File: config.mk
export PLATFORM = sky130hd
export DESIGN_NAME = pupil_locator
export DESIGN_NICKNAME = d
export VERILOG_FILES = /design/src/rtl/pupil_locator.sv
export SDC_FILE = /design/constraint.sdc
export NUM_CORES = 1
export LEC_CHECK = 0
export CORE_ASPECT_RATIO = 0.9
export CORE_MARGIN = 8
export CORE_UTILIZATION = 55
export DETAILED_ROUTE_END_ITERATION = 16
export PLACE_DENSITY_LB_ADDON = 0.12
export SYNTH_ARGS = -nofsm -noshare
export SYNTH_HDL_FRONTEND = slang
export SYNTH_SLANG_ARGS = --single-unit
File: constraint.sdc
create_clock -name iCLK -period 6.3 [get_ports iCLK]
set_input_delay 1.89 -clock iCLK [delete_from_list [all_inputs] [get_ports iCLK]]
set_output_delay 1.89 -clock iCLK [all_outputs]
set_load 0.005 [all_outputs]
File: src/rtl/pupil_locator.sv
// pupil_locator: end-of-pipeline consumer of the masked RGB pixel stream.
// Each valid pixel is reduced to gray = (R + 2G + B) >> 2 and called dark when
// gray < THRESH. Over one frame (iFVAL high) the count and bounding box of the
// dark pixels are accumulated; after the frame ends the box, its center, the
// count and a found flag are published together with a one-cycle strobe.
//
// Ports:
//   iCLK, iRST              pixel clock, asynchronous active-low reset
//   iFVAL, iDVAL            frame valid, pixel valid
//   iH_Cont, iV_Cont        pixel column / row (13 bits, full range honored)
//   iRed, iGreen, iBlue     10-bit pixel color (masked pixels arrive as 0)
//   oX_MIN..oY_MAX          dark bounding box of the last completed frame
//   oX_C, oY_C              box center
//   oCOUNT                  dark-pixel count of the last completed frame
//   oFOUND                  oCOUNT >= MIN_COUNT
//   oRES_VAL                one-cycle strobe when the result outputs update
//   oBUSY                   high while a frame is accumulated or flushed
module pupil_locator #(
  parameter logic [9:0]  THRESH    = 10'd128,
  parameter logic [23:0] MIN_COUNT = 24'd64
) (
  input  logic        iCLK,
  input  logic        iRST,
  input  logic        iFVAL,
  input  logic        iDVAL,
  input  logic [12:0] iH_Cont,
  input  logic [12:0] iV_Cont,
  input  logic [9:0]  iRed,
  input  logic [9:0]  iGreen,
  input  logic [9:0]  iBlue,
  output logic [12:0] oX_MIN,
  output logic [12:0] oX_MAX,
  output logic [12:0] oY_MIN,
  output logic [12:0] oY_MAX,
  output logic [12:0] oX_C,
  output logic [12:0] oY_C,
  output logic [23:0] oCOUNT,
  output logic        oFOUND,
  output logic        oRES_VAL,
  output logic        oBUSY
);

  localparam int unsigned CW = 13;   // coordinate width
  localparam int unsigned SW = 12;   // R + 2G + B sum width
  localparam int unsigned NW = 24;   // dark-pixel counter width

  localparam logic [CW-1:0] COORD_MAX = '1;
  localparam logic [NW-1:0] CNT_MAX   = '1;

  typedef enum logic [1:0] {
    IDLE  = 2'd0,
    ACCUM = 2'd1,
    FLUSH = 2'd2,
    DONE  = 2'd3
  } state_t;

  state_t state;

  // ---------------------------------------------------------------------------
  // Frame-valid edge detection. The delay register resets high so that a
  // frame already running when reset releases is not mistaken for a new one.
  // ---------------------------------------------------------------------------
  logic fvalD;
  logic fvalRise;
  logic fvalFall;

  always_ff @(posedge iCLK or negedge iRST) begin
    if (!iRST) fvalD <= 1'b1;
    else       fvalD <= iFVAL;
  end

  assign fvalRise = iFVAL & ~fvalD;
  assign fvalFall = ~iFVAL & fvalD;

  // ---------------------------------------------------------------------------
  // Stage 1: dark classification. gray < THRESH with gray = sum >> 2 is the
  // same as sum < 4*THRESH, which avoids discarding the two fraction bits.
  // ---------------------------------------------------------------------------
  logic [SW-1:0] graySum;
  logic          pixDark;

  assign graySum = SW'(iRed) + SW'({iGreen, 1'b0}) + SW'(iBlue);
  assign pixDark = iDVAL & iFVAL & (graySum < {THRESH, 2'b00});

  logic          darkS1;
  logic [CW-1:0] hS1;
  logic [CW-1:0] vS1;

  always_ff @(posedge iCLK or negedge iRST) begin
    if (!iRST) begin
      darkS1 <= 1'b0;
      hS1    <= '0;
      vS1    <= '0;
    end else begin
      darkS1 <= pixDark;
      hS1    <= iH_Cont;
      vS1    <= iV_Cont;
    end
  end

  // ---------------------------------------------------------------------------
  // Stage 2 accumulator update values for the pixel held in stage 1.
  // ---------------------------------------------------------------------------
  logic [NW-1:0] cnt;
  logic [CW-1:0] xMin;
  logic [CW-1:0] xMax;
  logic [CW-1:0] yMin;
  logic [CW-1:0] yMax;
  logic          startPend;

  logic [NW-1:0] cntUpd;
  logic [CW-1:0] xMinUpd;
  logic [CW-1:0] xMaxUpd;
  logic [CW-1:0] yMinUpd;
  logic [CW-1:0] yMaxUpd;

  assign cntUpd  = (cnt == CNT_MAX) ? cnt : cnt + NW'(1);
  assign xMinUpd = (hS1 < xMin) ? hS1 : xMin;
  assign xMaxUpd = (hS1 > xMax) ? hS1 : xMax;
  assign yMinUpd = (vS1 < yMin) ? vS1 : yMin;
  assign yMaxUpd = (vS1 > yMax) ? vS1 : yMax;

  // Box center from a 14-bit sum so that coordinates near 8191 do not wrap.
  logic [CW:0] xSum;
  logic [CW:0] ySum;

  assign xSum = {1'b0, xMin} + {1'b0, xMax};
  assign ySum = {1'b0, yMin} + {1'b0, yMax};

  // Result of the frame in the accumulators; an empty frame reports zeros.
  logic cntZero;
  assign cntZero = (cnt == '0);

  // ---------------------------------------------------------------------------
  // Frame FSM, accumulators and registered result outputs.
  // ---------------------------------------------------------------------------
  always_ff @(posedge iCLK or negedge iRST) begin
    if (!iRST) begin
      state     <= IDLE;
      startPend <= 1'b0;
      cnt       <= '0;
      xMin      <= COORD_MAX;
      xMax      <= '0;
      yMin      <= COORD_MAX;
      yMax      <= '0;
      oX_MIN    <= '0;
      oX_MAX    <= '0;
      oY_MIN    <= '0;
      oY_MAX    <= '0;
      oX_C      <= '0;
      oY_C      <= '0;
      oCOUNT    <= '0;
      oFOUND    <= 1'b0;
      oRES_VAL  <= 1'b0;
      oBUSY     <= 1'b0;
    end else begin
      oRES_VAL <= 1'b0;

      case (state)
        IDLE: begin
          if (fvalRise) begin
            cnt   <= '0;
            xMin  <= COORD_MAX;
            xMax  <= '0;
            yMin  <= COORD_MAX;
            yMax  <= '0;
            oBUSY <= 1'b1;
            state <= ACCUM;
          end
        end

        ACCUM: begin
          if (darkS1) begin
            cnt  <= cntUpd;
            xMin <= xMinUpd;
            xMax <= xMaxUpd;
            yMin <= yMinUpd;
            yMax <= yMaxUpd;
          end
          if (fvalFall) state <= FLUSH;
        end

        // Absorb whatever pixel was in stage 1 when the frame ended.
        FLUSH: begin
          if (darkS1) begin
            cnt  <= cntUpd;
            xMin <= xMinUpd;
            xMax <= xMaxUpd;
            yMin <= yMinUpd;
            yMax <= yMaxUpd;
          end
          if (fvalRise) startPend <= 1'b1;
          state <= DONE;
        end

        DONE: begin
          oRES_VAL <= 1'b1;
          oCOUNT   <= cnt;
          oFOUND   <= !cntZero && (cnt >= MIN_COUNT);
          if (cntZero) begin
            oX_MIN <= '0;
            oX_MAX <= '0;
            oY_MIN <= '0;
            oY_MAX <= '0;
            oX_C   <= '0;
            oY_C   <= '0;
          end else begin
            oX_MIN <= xMin;
            oX_MAX <= xMax;
            oY_MIN <= yMin;
            oY_MAX <= yMax;
            oX_C   <= CW'(xSum >> 1);
            oY_C   <= CW'(ySum >> 1);
          end

          // A frame that started during FLUSH/DONE begins accumulating now;
          // pixels it delivered before this point are dropped by the clear.
          if (startPend || fvalRise) begin
            startPend <= 1'b0;
            cnt       <= '0;
            xMin      <= COORD_MAX;
            xMax      <= '0;
            yMin      <= COORD_MAX;
            yMax      <= '0;
            oBUSY     <= 1'b1;
            state     <= ACCUM;
          end else begin
            oBUSY <= 1'b0;
            state <= IDLE;
          end
        end

        default: begin
          oBUSY <= 1'b0;
          state <= IDLE;
        end
      endcase
    end
  end

endmodule

==> flow_summary.yaml, run 1 <==
synth:
  synth-main-ff-cell: "dfrtp_1"
  synth_area_um2: 11000
  async_flop_share: 1.00
  syn-instance-count: 995
  synthDistinctLibCells: 61
  ys_warn_count: 0
  synth_edf_count: 0
  synth-seq-cells: 212
  synth_nets: 1156
  yosysSeqAreaShare: 0.483
  avgSynthCellArea_um2: 11.1
die:
  core-area_um2: 19900
  dieArea_um2: 24900
  die_h_um: 150
  initial_utilization: 0.556
  io_pins: 165
  fp.dieW_um: 165
  fp-row-count: 49
global_routing:
  grt_use_met1: 0.313
  grt_pass1_wl_um: 44100
  grt_usage: 0.218
  grt_pass1_vias: 8420
  use_met3: 0.0549
  gr-max-usage-layer: "met2"
  antenna_found_initial: 3
  grt_max_degree: 136
  gr-total-overflow: 0
  met2_usage: 0.327
timing:
  holdWs_ps: 494
  finalCriticalPeriod_ps: 4210
  tightest_slew_ps: 1120
  maxSlewViolCount: 0
  finalHoldViolCount: 0
  setup_viol: 0
  finalCritPeriodShare: 0.669
  slew_headroom: 0.256
  max_freq_ghz: 0.237
  skew_ps: 11.5
  tns_ps: 0
  layout_setup_ws_ps: 2090
  rsz0062_at_grt: "no"
clock_tree:
  post_cts_buffers: 0
  postCtsHoldBufs: 0
  cts_buffers: 23
  cts_tree: "built"
  clk_pin_slew_ps: 60
  cts-resized-gates: 0
  cts_htree_levels: 1
  clk_latency_ps: 510
  cts_buffer_depth: 3
  clock_sinks: 212
  root_buffer: "clkbuf_16"
final_layout:
  diodes: 0
  finish.utilization: 0.688
  drive_gt1_frac: 0.0923
  synthToLayoutAreaGrowth_pct: 23.7
  final_nets: 1305
routing:
  detailroute.via_count: 8367
  first_iter_violations: 625
  vias_per_cell: 5.92
  drt_wl_total_um: 27000
  drc: 0
  drt.antenna.violating_nets: 0
  drt_first_pass_iters: 4
  routedWlPerCell_um: 19.1
power_and_ir_drop:
  power.leakage_uw: 0.00632
  p_int_uw: 4220
  p_clk_frac: 0.196
  seqPwrFrac: 0.315
  pwr-share-comb: 0.489
  p_sw_frac: 0.389
  ir_drop_mv: 0.227
  p_sw_uw: 2690
  p_per_area_nw_per_um2: 505
setup_path:
  required_ps: 6700
  r2r-start: "state[0]$_DFFE_PN0P_"
  startpoint_type: "input pin"
  crit_buf_inv: 2
  crit_start: "iFVAL"
  cp_top_family: "simple AND/OR/NAND/NOR gates"
  crit_fanout: 31
  crit_slowest_cell: "nand2_1"
  cp_cell_sequence: "clkdlybuf4s50_1 > nand2b_1 > o21ai_1 > and2_1 > buf_4 > nand2_1 > a2111oi_0 > a311oi_1"
  max_stage_delay_ps: 650
  cp_data_arrival_time_ps: 4620
  critPathKind: "in2reg"
  end_kind: "flip-flop"
placed_design:
  place_hpwl_um: 19100
  dp_worst_setup_slack_ps: 1560
  io_buffers: 164
  place_congestion: 0.848
min_path:
  hp-start: "oX_C[12]$_DFFE_PN0P_"
  holdCritPathClass: "reg2reg"
flow_run:
  drv_cap: 0
run_status:
  status: "complete, no violations"
==> worst reg2reg max path: cells and delay by family (launching register included) <==
family,cells,cell delay (ps)
simple gates,4,1400
buf+inv,2,600
flops,1,380
fa+ha+maj,1,740
mux,1,320
==> layout by cell type, fill, tap and decap left out, types with 11 or more instances in the layout <==
master	count
mux2_2	24
a21oi_1	28
nand2_1	58
clkdlybuf4s50_1	163
xnor2_1	28
nand3_1	16
nand4_1	13
a21o_1	19
a311oi_1	26
nor2_1	64
clkbuf_16	23
mux2i_1	27
a22o_1	70
a2111oi_0	26
o21ai_0	32
nor4_1	11
inv_1	70
dfstp_2	27
dfrtp_1	185
fa_1	11
ha_1	89
==> flip-flops by register name, summed over array words and instances, names as in the netlist <==
register,cells
cnt,24
oCOUNT,24
hS1,13
oX_C,13
oX_MAX,13
oX_MIN,13
oY_C,13
oY_MAX,13
oY_MIN,13
vS1,13
xMax,13
xMin,13
yMax,13
yMin,13
state,2
darkS1,1
fvalD,1
oBUSY,1
oFOUND,1
oRES_VAL,1
startPend,1
==> synthesized netlist by cell type (3+ instances only) <==
library cell	count	share of area
a2111oi_0	26	0.021
a211oi_1	4	0.0027
a21o_1	19	0.013
a21oi_1	28	0.013
a221o_1	4	0.0036
a22o_1	70	0.056
a311oi_1	26	0.021
a31oi_1	6	0.0034
and2_1	3	0.0017
and3_1	3	0.0017
and4_1	5	0.0040
buf_2	7	0.0032
clkbuf_1	41	0.014
dfrtp_1	185	0.42
dfstp_2	27	0.064
fa_1	11	0.020
ha_1	90	0.10
inv_1	70	0.024
mux2_2	24	0.024
mux2i_1	27	0.024
nand2_1	58	0.020
nand2b_1	10	0.0057
nand3_1	16	0.0072
nand4_1	13	0.0074
nor2_1	64	0.022
nor2b_1	8	0.0045
nor3_1	9	0.0041
nor4_1	11	0.0062
nor4b_1	4	0.0032
o21a_1	7	0.0048
o21ai_0	32	0.014
o21ai_1	4	0.0018
o21bai_1	4	0.0027
o2bb2ai_1	6	0.0048
o31a_1	3	0.0024
or2_2	3	0.0017
or3_1	4	0.0023
or4_1	4	0.0027
xnor2_1	28	0.022
xor2_1	4	0.0032
==> final timing paths <==
check | endpoint | slack [ps] | depth (start not counted)
max reg2reg | cnt[14]$_DFFE_PN0P_ | 2730 | 8
max in group asynchronous | yMin[10]$_DFFE_PN1P_ | 3560 | 2
min in group asynchronous | darkS1$_DFF_PN0_ | 1500 | 1
max | xMin[3]$_DFFE_PN1P_ | 2090 | 8
min reg2reg | oX_C[12]$_DFFE_PN0P_ | 490 | 1
min | oX_C[12]$_DFFE_PN0P_ | 490 | 1
==> metal layers <==
metal / vias up / wire (um)
li1: 3962 / -
met1: 4079 / 12800
met2: 278 / 11600
met3: 42 / 2190
met4: 6 / 454
met5: - / 35
==> logic make-up after synthesis <==
| family | share of synthesized area |
|---|---|
| multiplexers | 0.0500 |
| XOR/XNOR | 0.0254 |
| buffers and inverters | 0.0423 |
| AND/OR/NAND/NOR | 0.0988 |
| flip-flops | 0.483 |
| AO/OA/AOI/OAI | 0.178 |
| adder cells (fa/ha/maj) | 0.122 |
==> metrics by stage <==
step | total power [uW] | area [um^2] | std cells
after floorplan | 4400 | 11000 | 995
after global placement | 5480 | 12900 | 1374
after detailed placement | 5550 | 12900 | 1374
after CTS | 6930 | 13700 | 1414
after global routing | 7430 | 13700 | 1414
final | 6910 | 13700 | 1414
==> power groups by stage <==
stage	Sequential, uW	Combinational, uW	Clock [uW]
6_report	2170	3380	1350
2_1_floorplan	2070	2330	0
4_1_cts	2170	3390	1380
3_3_place_gp	2180	3300	0
5_1_grt	2220	3770	1430
3_5_place_dp	2180	3370	0
==> final cells by class <==
class                           instances  area, um^2
Clock buffer                           32         629
Clock inverter                          8         121
Fill cell                            1510        6200
Inverter                               71         267
Multi-Input combinational cell        662        5270
Sequential cell                       212        5340
Tap cell                              255         319
Timing Repair Buffer                  174        1720
Power figures use the tool's default switching activity.
==> inputs of run 2 (changes only) <==
--- a/config.mk
+++ b/config.mk
@@ -7,7 +7,7 @@
 export LEC_CHECK = 0
 export CORE_ASPECT_RATIO = 0.9
 export CORE_MARGIN = 8
-export CORE_UTILIZATION = 55
+export CORE_UTILIZATION = 50
 export DETAILED_ROUTE_END_ITERATION = 16
 export PLACE_DENSITY_LB_ADDON = 0.12
 export SYNTH_ARGS = -nofsm -noshare
==> constraint.sdc (replaced) <==
create_clock -name iCLK -period 3.8 [get_ports iCLK]
set_input_delay 1.14 -clock iCLK [delete_from_list [all_inputs] [get_ports iCLK]]
set_output_delay 1.14 -clock iCLK [all_outputs]
set_load 0.005 [all_outputs]
==> flow_summary.yaml, run 2 (synthesized netlist as in run 1, its figures left out) <==
run_status:
  status: "complete, no violations"
flow_run:
  drv_cap: 0
power_and_ir_drop:
  power.leakage_uw: 0.00639
  ir_drop_mv: 0.467
  p_per_area_nw_per_um2: 844
final_layout:
  drive_gt1_frac: 0.104
  final_cells: 1460
  layout_common_cells: "185 x dfrtp_1, 163 x clkdlybuf4s50_1, 89 x ha_1"
  synthToLayoutAreaGrowth_pct: 25.4
  diodes: 0
  final_common_cell: "dfrtp_1"
  fin_area_um2: 13900
  final_nets: 1312
  largest_registers: "cnt (24), oCOUNT (24)"
placed_design:
  io_buffers: 164
  place_hpwl_um: 20100
  place_congestion: 0.837
  dp.cells: 1416
  placed_area_um2: 13000
die:
  fp-row-count: 51
  fp.dieW_um: 173
  io_pins: 165
  die_h_um: 157
  dieArea_um2: 27100
  core-area_um2: 21600
  initial_utilization: 0.511
routing:
  routedWlPerCell_um: 18.7
  drt_first_pass_iters: 5
  drc: 0
  first_iter_violations: 557
  drt_wl_total_um: 27400
  vias_per_cell: 5.73
  detailroute.via_count: 8363
  drt.antenna.violating_nets: 0
global_routing:
  use_met3: 0.0484
  grt_max_degree: 84
  grt_pass1_wl_um: 45300
  antenna_found_initial: 3
  grt_usage: 0.201
  gr-max-usage-layer: "met1"
  met2_usage: 0.297
  gr-total-overflow: 0
  grt_pass1_vias: 8422
  grt_use_met1: 0.297
clock_tree:
  cts_buffers: 24
  postCtsHoldBufs: 0
  post_cts_buffers: 0
  clk_pin_slew_ps: 60
  root_buffer: "clkbuf_16"
  cts_tree: "built"
  clk_latency_ps: 520
  clock_sinks: 212
  cts_buffer_depth: 3
  cts-resized-gates: 0
  cts_htree_levels: 1
timing:
  setup_viol: 0
  finalHoldViolCount: 0
  slew_headroom: 0.441
  max_freq_ghz: 0.351
  maxSlewViolCount: 0
  tns_ps: 0
  rsz0062_at_grt: "no"
  finalCritPeriodShare: 0.749
  finalCriticalPeriod_ps: 2850
  skew_ps: 16.5
  tightest_slew_ps: 838
setup_path:
  required_ps: 4220
  end_kind: "flip-flop"
  crit_top_cell: "buf_4"
  cp_data_arrival_time_ps: 3270
  crit_start: "state[1]$_DFFE_PN0P_"
  r2r-start: "state[1]$_DFFE_PN0P_"
  cp_cell_sequence: "inv_1 > ha_2 > buf_4 > nand2b_1 > and2_1 > nand2_1 > buf_4 > a2111oi_0 > a311oi_1"
  max_stage_delay_ps: 570
  crit_slowest_cell: "ha_2"
  startpoint_type: "flip-flop"
  critPathKind: "reg2reg"
  crit_fanout: 30
min_path:
  hp-start: "oY_C[0]$_DFFE_PN0P_"
  holdCritPathClass: "reg2reg"
run 2: worst max-delay path, delay by kind of cell, from the launching register on:
family,cells,cell delay [ps]
buffers and inverters,3,790
adder cells (fa/ha/maj),1,570
AND/OR/NAND/NOR,3,500
AO/OA/AOI/OAI,2,480
flip-flops,1,400
run 2: worst paths after layout:
| check | endpoint | slack (ps) | cells after the start |
|---|---|---|---|
| max | yMin[11]$_DFFE_PN1P_ | 950 | 9 |
| min | oY_C[0]$_DFFE_PN0P_ | 490 | 1 |
| max reg2reg | yMin[11]$_DFFE_PN1P_ | 950 | 9 |
| min reg2reg | oY_C[0]$_DFFE_PN0P_ | 490 | 1 |
| max in group asynchronous | xMin[3]$_DFFE_PN1P_ | 2270 | 2 |
| min in group asynchronous | oCOUNT[5]$_DFFE_PN0P_ | 650 | 1 |
run 2: metrics by stage:
| step | power [uW] | hold slack (ps) | util | setup slack [ps] |
|---|---|---|---|---|
| 6_report | 11700 | 486 | 0.640 | 953 |
| 5_1_grt | 12600 | 496 | 0.640 | 721 |
| 4_1_cts | 11800 | 490 | 0.640 | 945 |
| 3_5_place_dp | 9340 | 474 | 0.602 | 521 |
| 3_3_place_gp | 9220 | 470 | 0.602 | 561 |
| 2_1_floorplan | 7300 | 478 | - | 1100 |
run 2: layout make-up:
class	instances	area [um^2]
Fill cell	1766	7780
Sequential cell	212	5340
Multi-Input combinational cell	662	5270
Timing Repair Buffer	180	1780
Clock buffer	30	663
Tap cell	291	364
Inverter	71	267
Clock inverter	14	168
run 2: metal layers:
layer	share of wire	vias up	routed length [um]
met2	0.42	276	11500
li1	-	4003	-
met1	0.48	4038	13200
met5	0.0015	-	41
met3	0.079	40	2180
met4	0.013	6	357
run 2: power breakdown:
part           internal [uW]  switching (uW)  leakage [uW]
combinational           2680            3030       0.00331
sequential              3010             589       0.00268
clock                   1450             938      0.000404
total                   7130            4550       0.00639
==> inputs of run 3 (changes only) <==
==> constraint.sdc (replaced) <==
create_clock -name iCLK -period 2.6 [get_ports iCLK]
set_input_delay 0.78 -clock iCLK [delete_from_list [all_inputs] [get_ports iCLK]]
set_output_delay 0.78 -clock iCLK [all_outputs]
set_load 0.005 [all_outputs]
==> flow_summary.yaml, run 3 (synthesized netlist as in run 1, its figures left out) <==
placed_design:
  dp.cells: 1452
  place_hpwl_um: 20400
  io_buffers: 164
  place_congestion: 0.826
  placed_area_um2: 13400
global_routing:
  grt_usage: 0.201
  grt_max_degree: 72
  gr-total-overflow: 0
  antenna_found_initial: 6
  grt_pass1_wl_um: 45000
  grt_pass1_vias: 8421
setup_path:
  startpoint_type: "flip-flop"
  required_ps: 3000
  cp_data_arrival_time_ps: 2870
  critPathKind: "reg2reg"
  crit_fanout: 8
  max_stage_delay_ps: 530
  crit_slowest_cell: "dfstp_2"
  end_kind: "flip-flop"
  cp_cell_sequence: "inv_1 > ha_1 > a21o_1 > a31oi_1 > o21ai_1 > a221o_1 > buf_4 > a2111oi_0 > a311oi_1"
routing:
  first_iter_violations: 508
  drc: 0
  drt_wl_total_um: 27300
  detailroute.via_count: 8416
  routedWlPerCell_um: 18.3
  vias_per_cell: 5.63
  drt_first_pass_iters: 4
  drt.antenna.violating_nets: 0
power_and_ir_drop:
  p_per_area_nw_per_um2: 1220
  power.leakage_uw: 0.00654
  p_clk_frac: 0.179
  p_sw_uw: 6590
  ir_drop_mv: 0.781
  seqPwrFrac: 0.305
  p_int_uw: 10500
  pwr-share-comb: 0.516
  p_sw_frac: 0.385
final_layout:
  diodes: 0
  fillers: 1714
  layout_common_cells: "185 x dfrtp_1, 163 x clkdlybuf4s50_1, 89 x ha_1"
  synthToLayoutAreaGrowth_pct: 27.6
  final_nets: 1348
  fin_area_um2: 14100
  drive_gt1_frac: 0.124
  final_cells: 1494
  final_common_cell: "dfrtp_1"
  largest_registers: "cnt (24), oCOUNT (24)"
timing:
  tightest_slew_ps: 641
  skew_ps: 9.92
  setup_viol: 0
  rsz0062_at_grt: "no"
  finalHoldViolCount: 0
  finalCriticalPeriod_ps: 2460
  finalCritPeriodShare: 0.948
  slew_headroom: 0.568
  max_freq_ghz: 0.406
  maxSlewViolCount: 0
  tns_ps: 0
run_status:
  status: "complete, no violations"
die:
  fp-row-count: 51
  initial_utilization: 0.511
  die_h_um: 157
  io_pins: 165
  fp.dieW_um: 173
  core-area_um2: 21600
  dieArea_um2: 27100
clock_tree:
  root_buffer: "clkbuf_16"
  cts_htree_levels: 1
  clock_sinks: 212
  cts_buffer_depth: 3
  cts_buffers: 23
  clk_latency_ps: 500
  cts_tree: "built"
  clk_pin_slew_ps: 60
flow_run:
  drv_cap: 0
min_path:
  holdCritPathClass: "in2async"
run 3: final cells by class:
| class | instances | area [um^2] | area share |
|---|---|---|---|
| clock buffer | 37 | 658 | 0.0467 |
| clock inverter | 4 | 45.0 | 0.00320 |
| inverter | 71 | 267 | 0.0189 |
| multi-input combinational | 662 | 5290 | 0.375 |
| sequential | 212 | 5340 | 0.379 |
| tap | 291 | 364 | 0.0258 |
| timing repair buffer | 217 | 2130 | 0.151 |
run 3: what timing repair did:
action,CTS,global route
hold buffers,0,0
endpoints found under the setup margin,0,11
buffers inserted,0,1
resized for setup,0,12
hold endpoints to repair,0,0
run 3: power by group through the flow:
stage	Clock, uW	Combinational [uW]	Sequential (uW)
floorplan	0	5650	5010
global placement	0	8640	5240
detailed placement	0	8810	5260
CTS	3150	8830	5210
global route	3290	9800	5350
finish	3070	8830	5230
run 3: critical path: cells and delay by family, from the launching register on:
| family | cells | cell delay [ps] |
|---|---|---|
| compound gates | 6 | 1330 |
| buf+inv | 2 | 230 |
| flops | 1 | 530 |
| fa+ha+maj | 1 | 290 |
run 3: final timing paths:
kind                                            from  slack [ps]              endpoint  cells past startpoint
worst min register to register  oX_C[12]$_DFFE_PN0P_         480  oX_C[12]$_DFFE_PN0P_                      1
min in group iCLK               oX_C[12]$_DFFE_PN0P_         480  oX_C[12]$_DFFE_PN0P_                      1
worst max register to register   xMin[2]$_DFFE_PN1P_         140   xMin[6]$_DFFE_PN1P_                      9
worst max-delay path             xMin[2]$_DFFE_PN1P_         140   xMin[6]$_DFFE_PN1P_                      9
max in group asynchronous                       iRST        1600   xMin[8]$_DFFE_PN1P_                      2
worst min-delay path                            iRST         270  state[0]$_DFFE_PN0P_                      1
run 3: stage by stage:
stage                util  worst slack [ps]  hold slack [ps]  total power [uW]
floorplan               -               263              478             10700
global placement    0.618              -303              472             13900
detailed placement  0.618              -312              477             14100
CTS                 0.650               127              280             17200
global route        0.652              2.86              299             18400
finish              0.652               136              269             17100
run 3: routing by layer:
layer	vias up	GRT usage	part of all wire
li1	4080	-	-
met1	4059	0.291	0.49
met2	222	0.296	0.42
met3	43	0.0572	0.069
met4	12	0.0361	0.015
met5	-	0	0.0029
==> RTL change, RTL diff (config.mk and constraints of run 2) <==
Register the output `oX_MAX` once more; this adds one clock of latency there. The other outputs are not delayed to match.
--- a/src/rtl/pupil_locator.sv
+++ b/src/rtl/pupil_locator.sv
@@ -55,4 +55,6 @@
   } state_t;
 
+  logic [12:0] oX_MAX_s0;
+
   state_t state;
 
@@ -145,5 +147,5 @@
       yMax      <= '0;
       oX_MIN    <= '0;
-      oX_MAX    <= '0;
+      oX_MAX_s0 <= '0;
       oY_MIN    <= '0;
       oY_MAX    <= '0;
@@ -200,5 +202,5 @@
           if (cntZero) begin
             oX_MIN <= '0;
-            oX_MAX <= '0;
+            oX_MAX_s0 <= '0;
             oY_MIN <= '0;
             oY_MAX <= '0;
@@ -207,5 +209,5 @@
           end else begin
             oX_MIN <= xMin;
-            oX_MAX <= xMax;
+            oX_MAX_s0 <= xMax;
             oY_MIN <= yMin;
             oY_MAX <= yMax;
@@ -239,4 +241,8 @@
   end
 
+  always_ff @(posedge iCLK) begin
+    oX_MAX <= oX_MAX_s0;
+  end
+
 endmodule
 
Behaviour: not the same (a bounded check fails within 10 cycles, from zero or initial values and one cycle with iRST low).
==> RTL change against run 2 <==
Synthesized area is 4.1% higher. Critical endpoint is now darkS1$_DFF_PN0_. Setup slack got worse by 0.10 ns. Largest power group unchanged. Design area increased by 2.9%. Sequential share of layout area grew 0.75 points. Clock skew is 0.0013 ns lower. Sequential cell count increased by 13. Final cell count rose by 2.3%. Total power increased by 8.1%. Die area is 3.7% higher. Critical path depth did not move. Routed wire length grew 3.2%. Combinational power rose by 9.5%. Register-to-register slack improved by 0.03 ns.
==> RTL change: results (changes against run 2) <==
The count of buffers not belonging to the clock network in the layout is 179 (-0.56%). The pin count of the biggest net entering global routing is 80 (-4.8%). Data arrival time of the critical path: 3.38 ns (+0.11 ns). The startpoint identified for the worst hold timing path is oX_MAX_s0[9]$_DFFE_PN0P_.

The run gives 46.4 mm (+2.4%) as the first-pass GRT wire length. The logs give 29.0% (-0.68 points) for the global-route met1 utilization and 13,400 um^2 (+3.0%) for the standard cell area after detailed placement. The critical-path maximum fanout is 1 (-97%). The startpoint identified for the worst register-to-register timing path is yMax[6]$_DFFE_PN0P_.

The first-pass iteration count of the detailed router came out at 7 (+2). For the sequential area share after synthesis, the log shows 48.7% (+0.37 points). The tools report the total met2 wirelength after detailed routing as 12.5 mm (+7.9%). The tools report the post-synthesis cell type count as 66 (+8.2%). The xor and xnor fraction of the mapped netlist area is 2.21% (-0.33 points), and the mux cell area share after synthesis is 4.61% (-0.38 points).

The path with the worst hold slack has its endpoint at oX_MAX[9]$_DFF_P_. Post-route cell area: 14,200 um^2 (+2.9%). Adder-cell share of the synthesized area: 11.7% (-0.48 points).

The flow ran to the end, and the final reports show no timing, DRC or antenna violations. The synthesized netlist net count was 1,188 (+2.8%). The logs give 0.00664 uW (+3.9%) for the leakage power total and 30.2% (+0.52 points) for the met2 track demand over resource. Post-synthesis average cell area: 11.2 um^2 (+0.83%). The buffering overhead was 12.6% (-0.24 points). Sorting the synthesized cells by area gives the leading types as dfrtp_1 40%, ha_1 9.8%, dfstp_2 6.2%. The run gives 0.336 ns (-0.185 ns) as the worst setup slack before clock tree synthesis. The initial antenna violation count is 1 (-2), and the sequential cell area in the final layout is 5600 um^2 (+4.9%). The average via count per standard cell is 5.79 (+1.0%).

The count of placed standard cells including taps came out at 1,450 (+2.4%). The routed wire length was 28.3 mm (+3.2%). Ranked by instance count, the synthesized netlist is headed by 185 x dfrtp_1, 90 x ha_1, 72 x a22o_1, 70 x inv_1, 62 x nand2_1. Share of synthesized flip-flops with an asynchronous set or reset: 94.2% (-5.8 points). The tools report the routability congestion estimate as 0.859 (+2.7%). On the critical path, the stage with the largest delay is an instance of fa_1. Net count reported at finish: 1,340 (+2.1%).
==> RTL change: cell types whose count changed in the layout (fill, tap and decap cells not counted), sizes merged, moves of 5 or more <==
cell     delta
a21oi      +25
nand4b     +25
a2111oi    -24
dfxtp      +13
o21ai      -12
xnor2      -11
clkbuf     +10
nor2        -8
xor2        +8
clkinv      -7
nor2b       -7
a21o        +5
==> RTL change: report_power, final <==
group	switching, uW	internal, uW	leakage, uW
Combinational	3340	2910	0.00348
Sequential	661	3260	0.00275
Clock	946	1510	0.000412
Total	4950	7690	0.00664
==> RTL change: stage by stage <==
stage	util, %	total power, uW	hold slack [ns]
after floorplan	-	8050	0.348
after global placement	59.5	10100	0.359
after detailed placement	59.5	10200	0.363
after CTS	63.3	12700	0.377
after global routing	63.3	13600	0.387
final	63.3	12600	0.374
==> RTL change: worst max-delay path: cells and delay by family <==
kind	cells	cell delay (ns)
AOI/OAI and AO/OA	6	1.02
adders and majority gates	2	0.79
buffers and inverters	1	0.43
